File: src/rtl/inst_axi_rd_bridge_if.sv
// Fetch-side SRAM-like instruction port plus AXI4 AR/R channels for inst_axi_rd_bridge.
// master: the bridge's view; slave: the fetch stage and AXI slave side.
interface inst_axi_rd_bridge_if;
  // fetch-side SRAM-like port
  logic        inst_sram_req;
  logic        inst_sram_wr;
  logic [1:0]  inst_sram_size;
  logic [3:0]  inst_sram_wstrb;
  logic [31:0] inst_sram_addr;
  logic [31:0] inst_sram_wdata;
  logic        inst_sram_addr_ok;
  logic        inst_sram_data_ok;
  logic [31:0] inst_sram_rdata;
  // AXI read address channel
  logic [3:0]  arid;
  logic [31:0] araddr;
  logic [7:0]  arlen;
  logic [2:0]  arsize;
  logic [1:0]  arburst;
  logic [1:0]  arlock;
  logic [3:0]  arcache;
  logic [2:0]  arprot;
  logic        arvalid;
  logic        arready;
  // AXI read data channel
  logic [3:0]  rid;
  logic [31:0] rdata;
  logic [1:0]  rresp;
  logic        rlast;
  logic        rvalid;
  logic        rready;

  modport master (
    input  inst_sram_req, inst_sram_wr, inst_sram_size, inst_sram_wstrb,
    input  inst_sram_addr, inst_sram_wdata,
    output inst_sram_addr_ok, inst_sram_data_ok, inst_sram_rdata,
    output arid, araddr, arlen, arsize, arburst, arlock, arcache, arprot, arvalid,
    input  arready,
    input  rid, rdata, rresp, rlast, rvalid,
    output rready
  );

  modport slave (
    output inst_sram_req, inst_sram_wr, inst_sram_size, inst_sram_wstrb,
    output inst_sram_addr, inst_sram_wdata,
    input  inst_sram_addr_ok, inst_sram_data_ok, inst_sram_rdata,
    input  arid, araddr, arlen, arsize, arburst, arlock, arcache, arprot, arvalid,
    output arready,
    output rid, rdata, rresp, rlast, rvalid,
    input  rready
  );
endinterface

File: src/rtl/inst_axi_rd_bridge.sv
// Fetch SRAM-like instruction port to read-only AXI4 master, with outstanding-read tracking.
// Optional macro INST_BRIDGE_RBUF_EN registers the read-data return path.
module inst_axi_rd_bridge #(
  parameter logic [3:0]  AXI_ID          = 4'd0,
  parameter int unsigned MAX_OUTSTANDING = 2
) (
  input  logic                  clk,
  input  logic                  reset,
  inst_axi_rd_bridge_if.master  bus_io
);

  localparam int unsigned    CntW   = $clog2(MAX_OUTSTANDING + 1);
  localparam logic [CntW-1:0] MaxCnt = CntW'(MAX_OUTSTANDING);

  typedef enum logic [0:0] {StArIdle, StArSend} ar_state_e;

  ar_state_e       state_q;
  logic            arvalid_q;
  logic [31:0]     araddr_q;
  logic [2:0]      arsize_q;
  logic [CntW-1:0] cnt_q, cnt_d;

  logic rready;
  logic ar_hs;
  logic r_hs;
  logic dec;
  logic unused_sig;

  assign rready = ~reset;
  assign ar_hs  = arvalid_q & bus_io.arready;
  assign r_hs   = bus_io.rvalid & rready & bus_io.rlast;

  // AR channel FSM with registered arvalid/araddr/arsize
  always_ff @(posedge clk) begin
    if (reset) begin
      state_q   <= StArIdle;
      arvalid_q <= 1'b0;
      araddr_q  <= 32'h0;
      arsize_q  <= 3'b000;
    end else begin
      unique case (state_q)
        StArIdle: begin
          if (bus_io.inst_sram_req && !bus_io.inst_sram_wr && (cnt_q < MaxCnt)) begin
            state_q   <= StArSend;
            arvalid_q <= 1'b1;
            araddr_q  <= bus_io.inst_sram_addr;
            arsize_q  <= {1'b0, bus_io.inst_sram_size};
          end
        end
        StArSend: begin
          if (bus_io.arready) begin
            state_q   <= StArIdle;
            arvalid_q <= 1'b0;
          end
        end
        default: begin
          state_q   <= StArIdle;
          arvalid_q <= 1'b0;
        end
      endcase
    end
  end

`ifdef INST_BRIDGE_RBUF_EN
  logic        data_ok_q;
  logic [31:0] rdata_q;

  // Single-entry return slot; drains every cycle so rready can stay high.
  always_ff @(posedge clk) begin
    if (reset) begin
      data_ok_q <= 1'b0;
      rdata_q   <= 32'h0;
    end else begin
      data_ok_q <= r_hs;
      if (r_hs) begin
        // An error response is handed to fetch as a nop word.
        rdata_q <= (bus_io.rresp != 2'b00) ? 32'h0 : bus_io.rdata;
      end
    end
  end

  assign dec                      = data_ok_q;
  assign bus_io.inst_sram_data_ok = data_ok_q;
  assign bus_io.inst_sram_rdata   = rdata_q;
  assign unused_sig = ^{bus_io.inst_sram_wstrb, bus_io.inst_sram_wdata, bus_io.rid};
`else
  assign dec                      = r_hs;
  assign bus_io.inst_sram_data_ok = r_hs;
  assign bus_io.inst_sram_rdata   = bus_io.rdata;
  assign unused_sig = ^{bus_io.inst_sram_wstrb, bus_io.inst_sram_wdata, bus_io.rid,
                        bus_io.rresp};
`endif

  // Outstanding count; a return with nothing outstanding saturates at zero.
  always_comb begin
    cnt_d = cnt_q;
    if (ar_hs && !dec) begin
      cnt_d = cnt_q + 1'b1;
    end else if (!ar_hs && dec && (cnt_q != '0)) begin
      cnt_d = cnt_q - 1'b1;
    end
  end

  always_ff @(posedge clk) begin
    if (reset) begin
      cnt_q <= '0;
    end else begin
      cnt_q <= cnt_d;
    end
  end

  assign bus_io.inst_sram_addr_ok = ar_hs;

  assign bus_io.arid    = AXI_ID;
  assign bus_io.araddr  = araddr_q;
  assign bus_io.arlen   = 8'd0;
  assign bus_io.arsize  = arsize_q;
  assign bus_io.arburst = 2'b01;
  assign bus_io.arlock  = 2'b00;
  assign bus_io.arcache = 4'b0000;
  assign bus_io.arprot  = 3'b000;
  assign bus_io.arvalid = arvalid_q;
  assign bus_io.rready  = rready;

endmodule

File: src/flat_wrapper.sv
// flat-port wrapper written by rule: the top's interface ports become plain ports
module inst_axi_rd_bridge_flat 
#(
  parameter logic [3:0]  AXI_ID          = 4'd0,
  parameter int unsigned MAX_OUTSTANDING = 2
)
  (clk, reset, bus_io_inst_sram_req, bus_io_inst_sram_wr, bus_io_inst_sram_size, bus_io_inst_sram_wstrb, bus_io_inst_sram_addr, bus_io_inst_sram_wdata, bus_io_inst_sram_addr_ok, bus_io_inst_sram_data_ok, bus_io_inst_sram_rdata, bus_io_arid, bus_io_araddr, bus_io_arlen, bus_io_arsize, bus_io_arburst, bus_io_arlock, bus_io_arcache, bus_io_arprot, bus_io_arvalid, bus_io_arready, bus_io_rid, bus_io_rdata, bus_io_rresp, bus_io_rlast, bus_io_rvalid, bus_io_rready);
  inst_axi_rd_bridge_if bus_io_i ();
  input  logic clk;
  input  logic reset;
  input wire logic [$bits(bus_io_i.inst_sram_req)-1:0] bus_io_inst_sram_req;
  input wire logic [$bits(bus_io_i.inst_sram_wr)-1:0] bus_io_inst_sram_wr;
  input wire logic [$bits(bus_io_i.inst_sram_size)-1:0] bus_io_inst_sram_size;
  input wire logic [$bits(bus_io_i.inst_sram_wstrb)-1:0] bus_io_inst_sram_wstrb;
  input wire logic [$bits(bus_io_i.inst_sram_addr)-1:0] bus_io_inst_sram_addr;
  input wire logic [$bits(bus_io_i.inst_sram_wdata)-1:0] bus_io_inst_sram_wdata;
  output wire logic [$bits(bus_io_i.inst_sram_addr_ok)-1:0] bus_io_inst_sram_addr_ok;
  output wire logic [$bits(bus_io_i.inst_sram_data_ok)-1:0] bus_io_inst_sram_data_ok;
  output wire logic [$bits(bus_io_i.inst_sram_rdata)-1:0] bus_io_inst_sram_rdata;
  output wire logic [$bits(bus_io_i.arid)-1:0] bus_io_arid;
  output wire logic [$bits(bus_io_i.araddr)-1:0] bus_io_araddr;
  output wire logic [$bits(bus_io_i.arlen)-1:0] bus_io_arlen;
  output wire logic [$bits(bus_io_i.arsize)-1:0] bus_io_arsize;
  output wire logic [$bits(bus_io_i.arburst)-1:0] bus_io_arburst;
  output wire logic [$bits(bus_io_i.arlock)-1:0] bus_io_arlock;
  output wire logic [$bits(bus_io_i.arcache)-1:0] bus_io_arcache;
  output wire logic [$bits(bus_io_i.arprot)-1:0] bus_io_arprot;
  output wire logic [$bits(bus_io_i.arvalid)-1:0] bus_io_arvalid;
  input wire logic [$bits(bus_io_i.arready)-1:0] bus_io_arready;
  input wire logic [$bits(bus_io_i.rid)-1:0] bus_io_rid;
  input wire logic [$bits(bus_io_i.rdata)-1:0] bus_io_rdata;
  input wire logic [$bits(bus_io_i.rresp)-1:0] bus_io_rresp;
  input wire logic [$bits(bus_io_i.rlast)-1:0] bus_io_rlast;
  input wire logic [$bits(bus_io_i.rvalid)-1:0] bus_io_rvalid;
  output wire logic [$bits(bus_io_i.rready)-1:0] bus_io_rready;
  assign bus_io_i.inst_sram_req = bus_io_inst_sram_req;
  assign bus_io_i.inst_sram_wr = bus_io_inst_sram_wr;
  assign bus_io_i.inst_sram_size = bus_io_inst_sram_size;
  assign bus_io_i.inst_sram_wstrb = bus_io_inst_sram_wstrb;
  assign bus_io_i.inst_sram_addr = bus_io_inst_sram_addr;
  assign bus_io_i.inst_sram_wdata = bus_io_inst_sram_wdata;
  assign bus_io_inst_sram_addr_ok = bus_io_i.inst_sram_addr_ok;
  assign bus_io_inst_sram_data_ok = bus_io_i.inst_sram_data_ok;
  assign bus_io_inst_sram_rdata = bus_io_i.inst_sram_rdata;
  assign bus_io_arid = bus_io_i.arid;
  assign bus_io_araddr = bus_io_i.araddr;
  assign bus_io_arlen = bus_io_i.arlen;
  assign bus_io_arsize = bus_io_i.arsize;
  assign bus_io_arburst = bus_io_i.arburst;
  assign bus_io_arlock = bus_io_i.arlock;
  assign bus_io_arcache = bus_io_i.arcache;
  assign bus_io_arprot = bus_io_i.arprot;
  assign bus_io_arvalid = bus_io_i.arvalid;
  assign bus_io_i.arready = bus_io_arready;
  assign bus_io_i.rid = bus_io_rid;
  assign bus_io_i.rdata = bus_io_rdata;
  assign bus_io_i.rresp = bus_io_rresp;
  assign bus_io_i.rlast = bus_io_rlast;
  assign bus_io_i.rvalid = bus_io_rvalid;
  assign bus_io_rready = bus_io_i.rready;
  inst_axi_rd_bridge #(.AXI_ID(AXI_ID), .MAX_OUTSTANDING(MAX_OUTSTANDING)) u_core (.clk(clk), .reset(reset), .bus_io(bus_io_i));
endmodule
File: config.mk
export PLATFORM = sky130hd
export DESIGN_NAME = inst_axi_rd_bridge_flat
export DESIGN_NICKNAME = d
export VERILOG_FILES = /design/src/rtl/inst_axi_rd_bridge_if.sv /design/src/rtl/inst_axi_rd_bridge.sv /design/src/flat_wrapper.sv
export SDC_FILE = /design/constraint.sdc
export NUM_CORES = 1
export LEC_CHECK = 0
export ABC_CLOCK_PERIOD_IN_PS = 3100
export CAP_MARGIN = 40
export CORE_MARGIN = 2
export CORE_UTILIZATION = 25
export DETAILED_ROUTE_END_ITERATION = 8
export GPL_TIMING_DRIVEN = 0
export PLACE_DENSITY_LB_ADDON = 0.12
export SYNTH_ARGS = -nofsm -noshare
export SYNTH_HDL_FRONTEND = slang
export SYNTH_SLANG_ARGS = --single-unit
File: constraint.sdc
create_clock -name clk -period 3.1 [get_ports clk]
set_input_delay 0.62 -clock clk [delete_from_list [all_inputs] [get_ports clk]]
set_output_delay 0.62 -clock clk [all_outputs]
set_load 0.03 [all_outputs]
==> flow_metrics.tcl, run 1 <==
set metrics [dict create \
    outcome "complete, no violations" \
    synthArstFlopShare 0 \
    fin_area_um2 3220 \
    cp.required_ns 2.48 \
    antenna_found_initial 0 \
    critPathMaxFanout 10 \
    grt_pass1_vias 1512 \
    setup_violations 0 \
    tightest_slew_ns 0.501 \
    clkTransAtPathRegs_ns 0.07 \
    synth_area_per_cell_um2 8.00 \
    vias 1778 \
    reg2reg_depth 4 \
    placedInstanceArea_um2 3140 \
    worst_r2r_startpoint "u_core.cnt_q[1]" \
    cts_setup_buffers 0 \
    r2r_setup_slack_ns 1.60 \
    ys_types 21 \
    relSlewSlack 0.666 \
    grt_max_degree 11 \
    synthFlopType "dfxtp_1" \
    synthTopCellsByCount "nand2_1, buf_4, dfxtp_1, a21oi_1" \
    syn_inst 229 \
    crit_type "in -> out" \
    syn_to_final_growth_pct 75.5 \
    route.detailed.drc 0 \
    slew_viol_final 0 \
    worstSetupStartpoint "reset" \
    num_rows 31 \
    ios 209 \
    wl_mm 4.82 \
    htree_num_levels 2 \
    die_area_um2 8030 \
    end_kind "output pin" \
    peakVddDrop_mv 0.202 \
    initial_core_util 0.255 \
    gr-total-overflow 0 \
    place.detailed.hpwl_mm 3.70 \
    skew_ns 0.00532 \
    cp.arrival_ns 2.20 \
    critical_path.endpoint "bus_io_rready" \
    ant_nets 0 \
    hold_viol 0 \
    crit_path_start_kind "input pin" \
    hp-class "reg -> reg" \
    nFillCells 729 \
    core_um2 7180 \
    syn_area_um2 1830 \
    ys_seq_elements 38 \
    cts_hold_buf 0 \
    cts.root.buffer_cell "clkbuf_8" \
    dr.pass1.iters 4 \
    grt_pass1_wl_mm 6.96 \
    die_height_um 89.6 \
    fp.dieW_um 89.6 \
    yosysMostFrequentCell "nand2_1" \
    drive_above_1_share 0.193 \
    fin_crit_sh 0.909 \
    final_nets 483 \
    synth_area_leaders "dfxtp_1, buf_4, nand2_1, a21oi_1, buf_6" \
    detailedPlace.worstSlack_ns 0.273 \
    synth_edf_count 0 \
    drt_iter0_drc 56 \
    rsz0062_at_grt "false" \
    detail_route.vias_per_cell 3.81 \
    clockBufferDepth 2 \
    cts_tree "built" \
    track_usage 0.112 \
    drv_cap 0 \
    tns_ns 0 \
    power.total_uw 1230 \
    clock_sinks 38 \
    wl_per_cell_um 10.3 \
    clock_latency_ns 0.28 \
    portBuffers 110 \
    power.leakage_uw 0.00134 \
    netlist.area_leader.share 0.415 \
    power.density_nw_per_um2 384 \
    ys.warnings.count 0 \
    ys_seq_area_frac 0.415 \
    clock.fmax_ghz 0.355 \
    gp_congestion 0.708 \
    diodes 0 \
    cts_made_buffers 5 \
    finalCriticalPeriod_ns 2.82 \
    post_cts_resized 0 \
    setup_slack_ns 0.282 \
    yosys.area.top_type "dfxtp_1" \
    regToRegEndpoint "u_core.bus_io.araddr[22]" \
]
[worst min-delay path by stage]
stage                                   startpoint                        to  slack, ns  cells past startpoint
after floorplan                    u_core.cnt_q[0]           u_core.cnt_q[0]       0.47                      1
after global placement     u_core.bus_io.araddr[0]   u_core.bus_io.araddr[0]       0.44                      2
after detailed placement  u_core.bus_io.araddr[23]  u_core.bus_io.araddr[23]       0.45                      2
after CTS                 u_core.bus_io.araddr[23]  u_core.bus_io.araddr[23]       0.46                      2
after global routing      u_core.bus_io.araddr[17]  u_core.bus_io.araddr[17]       0.47                      2
final                     u_core.bus_io.araddr[23]  u_core.bus_io.araddr[23]       0.45                      2
[layout make-up]
cell class / count / area, um^2 / share of cell area
plain buffers: 67 / 495 / 0.154
clock buffers: 7 / 76.3 / 0.0237
inverters: 3 / 11.3 / 0.00350
multi-input cells: 143 / 647 / 0.201
flip-flops and latches: 38 / 761 / 0.237
well taps: 99 / 124 / 0.0385
repair buffers: 110 / 1100 / 0.342
[metrics by stage]
step / util / hold WS (ns) / std cells
after floorplan: - / 0.472 / 251
after CTS: 0.448 / 0.456 / 467
after detailed placement: 0.437 / 0.446 / 460
final: 0.448 / 0.451 / 467
after global placement: 0.437 / 0.442 / 460
after global routing: 0.448 / 0.474 / 467
[cells by family (layout without fill, tap and decap cells)]
family	after synthesis	in the layout	synth area share
AOI/OAI and AO/OA	41	41	0.123
xor gates and xnor gates	1	1	0.00478
buffers and inverters	70	187	0.277
DFF	38	38	0.415
other	2	24	0.00410
and+or+nand+nor	77	77	0.176
[layer usage]
metal | up-vias | track usage | share of wire
met5 | - | 0 | 0
met4 | 0 | 0.0366 | 0.0056
met3 | 2 | 0.0512 | 0.13
met2 | 97 | 0.172 | 0.45
met1 | 754 | 0.139 | 0.42
li1 | 925 | - | -
[state kept, by name, indices dropped and copies added (netlist names)]
signal and cells:
u_core.bus_io.araddr 32, u_core.bus_io.arsize 2, u_core.bus_io.arvalid 1, u_core.cnt_q 2
u_core.state_q 1
[worst max-delay path, stage by stage]
cell	delay, ns
clkdlybuf4s50_1	0.51
clkbuf_1	0.38
inv_1	0.08
clkdlybuf4s50_1	0.61
[where the power goes]
group	leakage [uW]	internal (uW)	switching (uW)
logic	0.000995	188	205
registers	0.000310	511	12.2
clock network	0.0000383	155	162
total	0.00134	854	379
[cells in the final DEF, fill, tap and decap left out, drive strengths merged]
master and n:
nand3 1, a221oi 1, nor2 2, or4b 1, nand2 70, buf 63
inv 3, a21oi 37, nand3b 1, o221a 1, clkbuf 11, dfxtp 38
nor4b 1, a41oi 1, nand2b 1, a21boi 1, xnor2 1, conb 24
clkdlybuf4s50 110
No activity file was read; power rests on OpenSTA's default activity.
==> run 2: changes to the inputs <==
- ABC_AREA: default -> 1
- CORE_ASPECT_RATIO: default -> 0.8
==> flow_metrics.tcl, run 2 <==
set metrics [dict create \
    clkTransAtPathRegs_ns 0.08 \
    end_kind "output pin" \
    seqPwrFrac 0.402 \
    clock.fmax_ghz 0.376 \
    tns_ns 0 \
    cpLargestDelayFamily "buffers and inverters" \
    tightest_slew_ns 0.512 \
    cts.root.buffer_cell "clkbuf_8" \
    antenna_found_initial 0 \
    hp-class "reg -> reg" \
    portBuffers 110 \
    ys_seq_elements 38 \
    detailedPlace.worstSlack_ns 0.431 \
    critPathMaxFanout 3 \
    nFillCells 763 \
    yosys.area.top_type "dfxtp_1" \
    r2r_setup_slack_ns 1.89 \
    top_layer "met4" \
    clock_sinks 38 \
    syn_inst 246 \
    cp.arrival_ns 2.04 \
    worst_r2r_startpoint "u_core.state_q" \
    syn_to_final_growth_pct 72.5 \
    diodes 0 \
    wl_mm 5.47 \
    synthFlopType "dfxtp_1" \
    relSlewSlack 0.659 \
    yosysMostFrequentCell "buf_4" \
    htree_num_levels 2 \
    multi_input_area_um2 699 \
    synthTopCellsByCount "buf_4, nand2_1, dfxtp_1, nand3_1, a21oi_1" \
    route.detailed.drc 0 \
    cp_slowest_cell "clkdlybuf4s50_1" \
    grt_max_degree 13 \
    slew_viol_final 0 \
    cts_made_buffers 5 \
    drt-met1-wl_mm 2.39 \
    cts_hold_buf 0 \
    skew_ns 0.00421 \
    die_height_um 82.9 \
    drv_cap 0 \
    core_um2 7460 \
    crit_type "in -> out" \
    post_cts_resized 0 \
    crit_path_start_kind "input pin" \
    wl_met2_mm 2.52 \
    cts_setup_buffers 0 \
    setup_slack_ns 0.442 \
    worstPathCellList "clkdlybuf4s50_1, nand2_1, nor2_1, clkdlybuf4s50_1" \
    clock_latency_ns 0.28 \
    wl_per_cell_um 11.1 \
    vias 1904 \
    hold_viol 0 \
    gp_congestion 0.826 \
    path_buf_inv 2 \
    peakVddDrop_mv 0.175 \
    p_int_uw 889 \
    mostFrequentLayoutCell "clkdlybuf4s50_1" \
    clockBufferDepth 2 \
    p_sw_frac 0.318 \
    initial_core_util 0.261 \
    die_area_um2 8510 \
    fp.dieW_um 103 \
    worstSetupStartpoint "bus_io_rvalid" \
    rsz0062_at_grt "false" \
    cp_num_cells 4 \
    p_comb_frac 0.323 \
    synthArstFlopShare 0 \
    setup_violations 0 \
    ios 209 \
    final_nets 500 \
    grt_pass1_vias 1755 \
    drt_iter0_drc 45 \
    p_switching_uw 414 \
    cp.required_ns 2.48 \
    netlist.area_leader.share 0.391 \
    synth_area_leaders "dfxtp_1, buf_4, nand3_1, nand2_1, a21oi_1" \
    synth_edf_count 0 \
    outcome "complete, no violations" \
    max_stage_delay_ns 0.71 \
    drive_above_1_share 0.205 \
    power.leakage_uw 0.00140 \
    fin_crit_sh 0.857 \
    place.detailed.hpwl_mm 4.18 \
    ys_seq_area_frac 0.391 \
    track_usage 0.123 \
    reg2reg_depth 5 \
    syn_area_um2 1950 \
    ys_types 16 \
    num_rows 28 \
    cts_tree "built" \
    seqCellArea_um2 761 \
    route.met3.wl_um 537 \
    critical_path.endpoint "bus_io_inst_sram_data_ok" \
    largest_reg_flops 32 \
    power.density_nw_per_um2 388 \
    synth_area_per_cell_um2 7.91 \
    ys.warnings.count 0 \
    gr-total-overflow 0 \
    detail_route.vias_per_cell 3.88 \
    regToRegEndpoint "u_core.bus_io.araddr[27]" \
    clockPowerShare 0.275 \
    layout_common_cells "clkdlybuf4s50_1, buf_4, nand2_1" \
    grt_pass1_wl_mm 8.42 \
    finalCriticalPeriod_ns 2.66 \
    ant_nets 0 \
    cp_common_cell "clkdlybuf4s50_1" \
    dr.pass1.iters 4 \
]
[run 2: cell count changes after synthesis, moves of 2 or more]
cell      before  now
nand3_1        1   38
nand2_1       70   46
buf_6          4    9
inv_1          3    8
clkbuf_1       4    1
nor2_1         2    5
a21oi_1       36   34
buf_1          0    2
buf_2          3    1
nor2_4         0    2
[run 2: stage by stage]
stage               hold WS, ns  area, um^2   util  power, uW  std cells
finish                    0.460        3360  0.450       1300        491
global route              0.476        3360  0.450       1370        491
CTS                       0.463        3360  0.450       1330        491
detailed placement        0.452        3260  0.437        958        483
global placement          0.445        3260  0.437        955        483
floorplan                 0.502        2030      -        796        268
[run 2: layer usage]
layer / GRT usage / vias to the layer above
met5: 0 / -
met4: 0.0255 / 0
met3: 0.0480 / 5
met2: 0.204 / 81
met1: 0.149 / 826
li1: - / 992
[run 2: logic make-up after synthesis]
| group | synth area share |
|---|---|
| other cells | 0.00386 |
| compound gates | 0.0997 |
| flops | 0.391 |
| buf+inv | 0.292 |
| simple gates | 0.214 |
[run 2: layout make-up]
cell class              instances  share of cell area
well taps                     105              0.0391
repair buffers                110               0.328
clock buffers                   6              0.0246
multi-input cells             153               0.208
plain buffers                  69               0.160
flip-flops and latches         38               0.227
clock inverters                 2             0.00373
inverters                       8             0.00895
[run 2: worst min-delay path by stage]
stage	startpoint	end	slack, ns	cells past startpoint
floorplan	u_core.state_q	u_core.state_q	0.50	2
global placement	u_core.bus_io.araddr[29]	u_core.bus_io.araddr[29]	0.45	2
detailed placement	u_core.bus_io.araddr[0]	u_core.bus_io.araddr[0]	0.45	2
CTS	u_core.bus_io.araddr[5]	u_core.bus_io.araddr[5]	0.46	2
global route	u_core.bus_io.araddr[23]	u_core.bus_io.araddr[23]	0.48	2
finish	u_core.bus_io.araddr[0]	u_core.bus_io.araddr[0]	0.46	2
[run 2: power groups by stage]
stage	registers [uW]	clock network [uW]	logic (uW)
finish	523	358	421
CTS	523	378	424
global route	527	400	448
floorplan	577	0	219
global placement	534	0	420
detailed placement	535	0	423
[run 2: worst min-delay path, cell delays in order, from the launching register on]
cell and delay (ns):
dfxtp_1 0.31, nand2_1 0.06, a21oi_1 0.05
==> run 3: changes to the inputs <==
--- a/config.mk
+++ b/config.mk
@@ -13,2 +13,3 @@
 export CORE_UTILIZATION = 25
+export CTS_CLUSTER_DIAMETER = 80
 export DETAILED_ROUTE_END_ITERATION = 8
--- a/constraint.sdc
+++ b/constraint.sdc
@@ -3,2 +3,2 @@
 set_output_delay 0.62 -clock clk [all_outputs]
-set_load 0.03 [all_outputs]
+set_load 0.005 [all_outputs]
==> results of run 3 <==
Same layout as run 2 (identical final DEF). Status: complete, no violations.
Main changes from that run: setup slack after placement 0.431 ns -> 0.600 ns; setup slack after layout 0.442 ns -> 0.611 ns; total power 1300 uW -> 1180 uW; worst IR drop on VDD 0.175 mV -> 0.170 mV
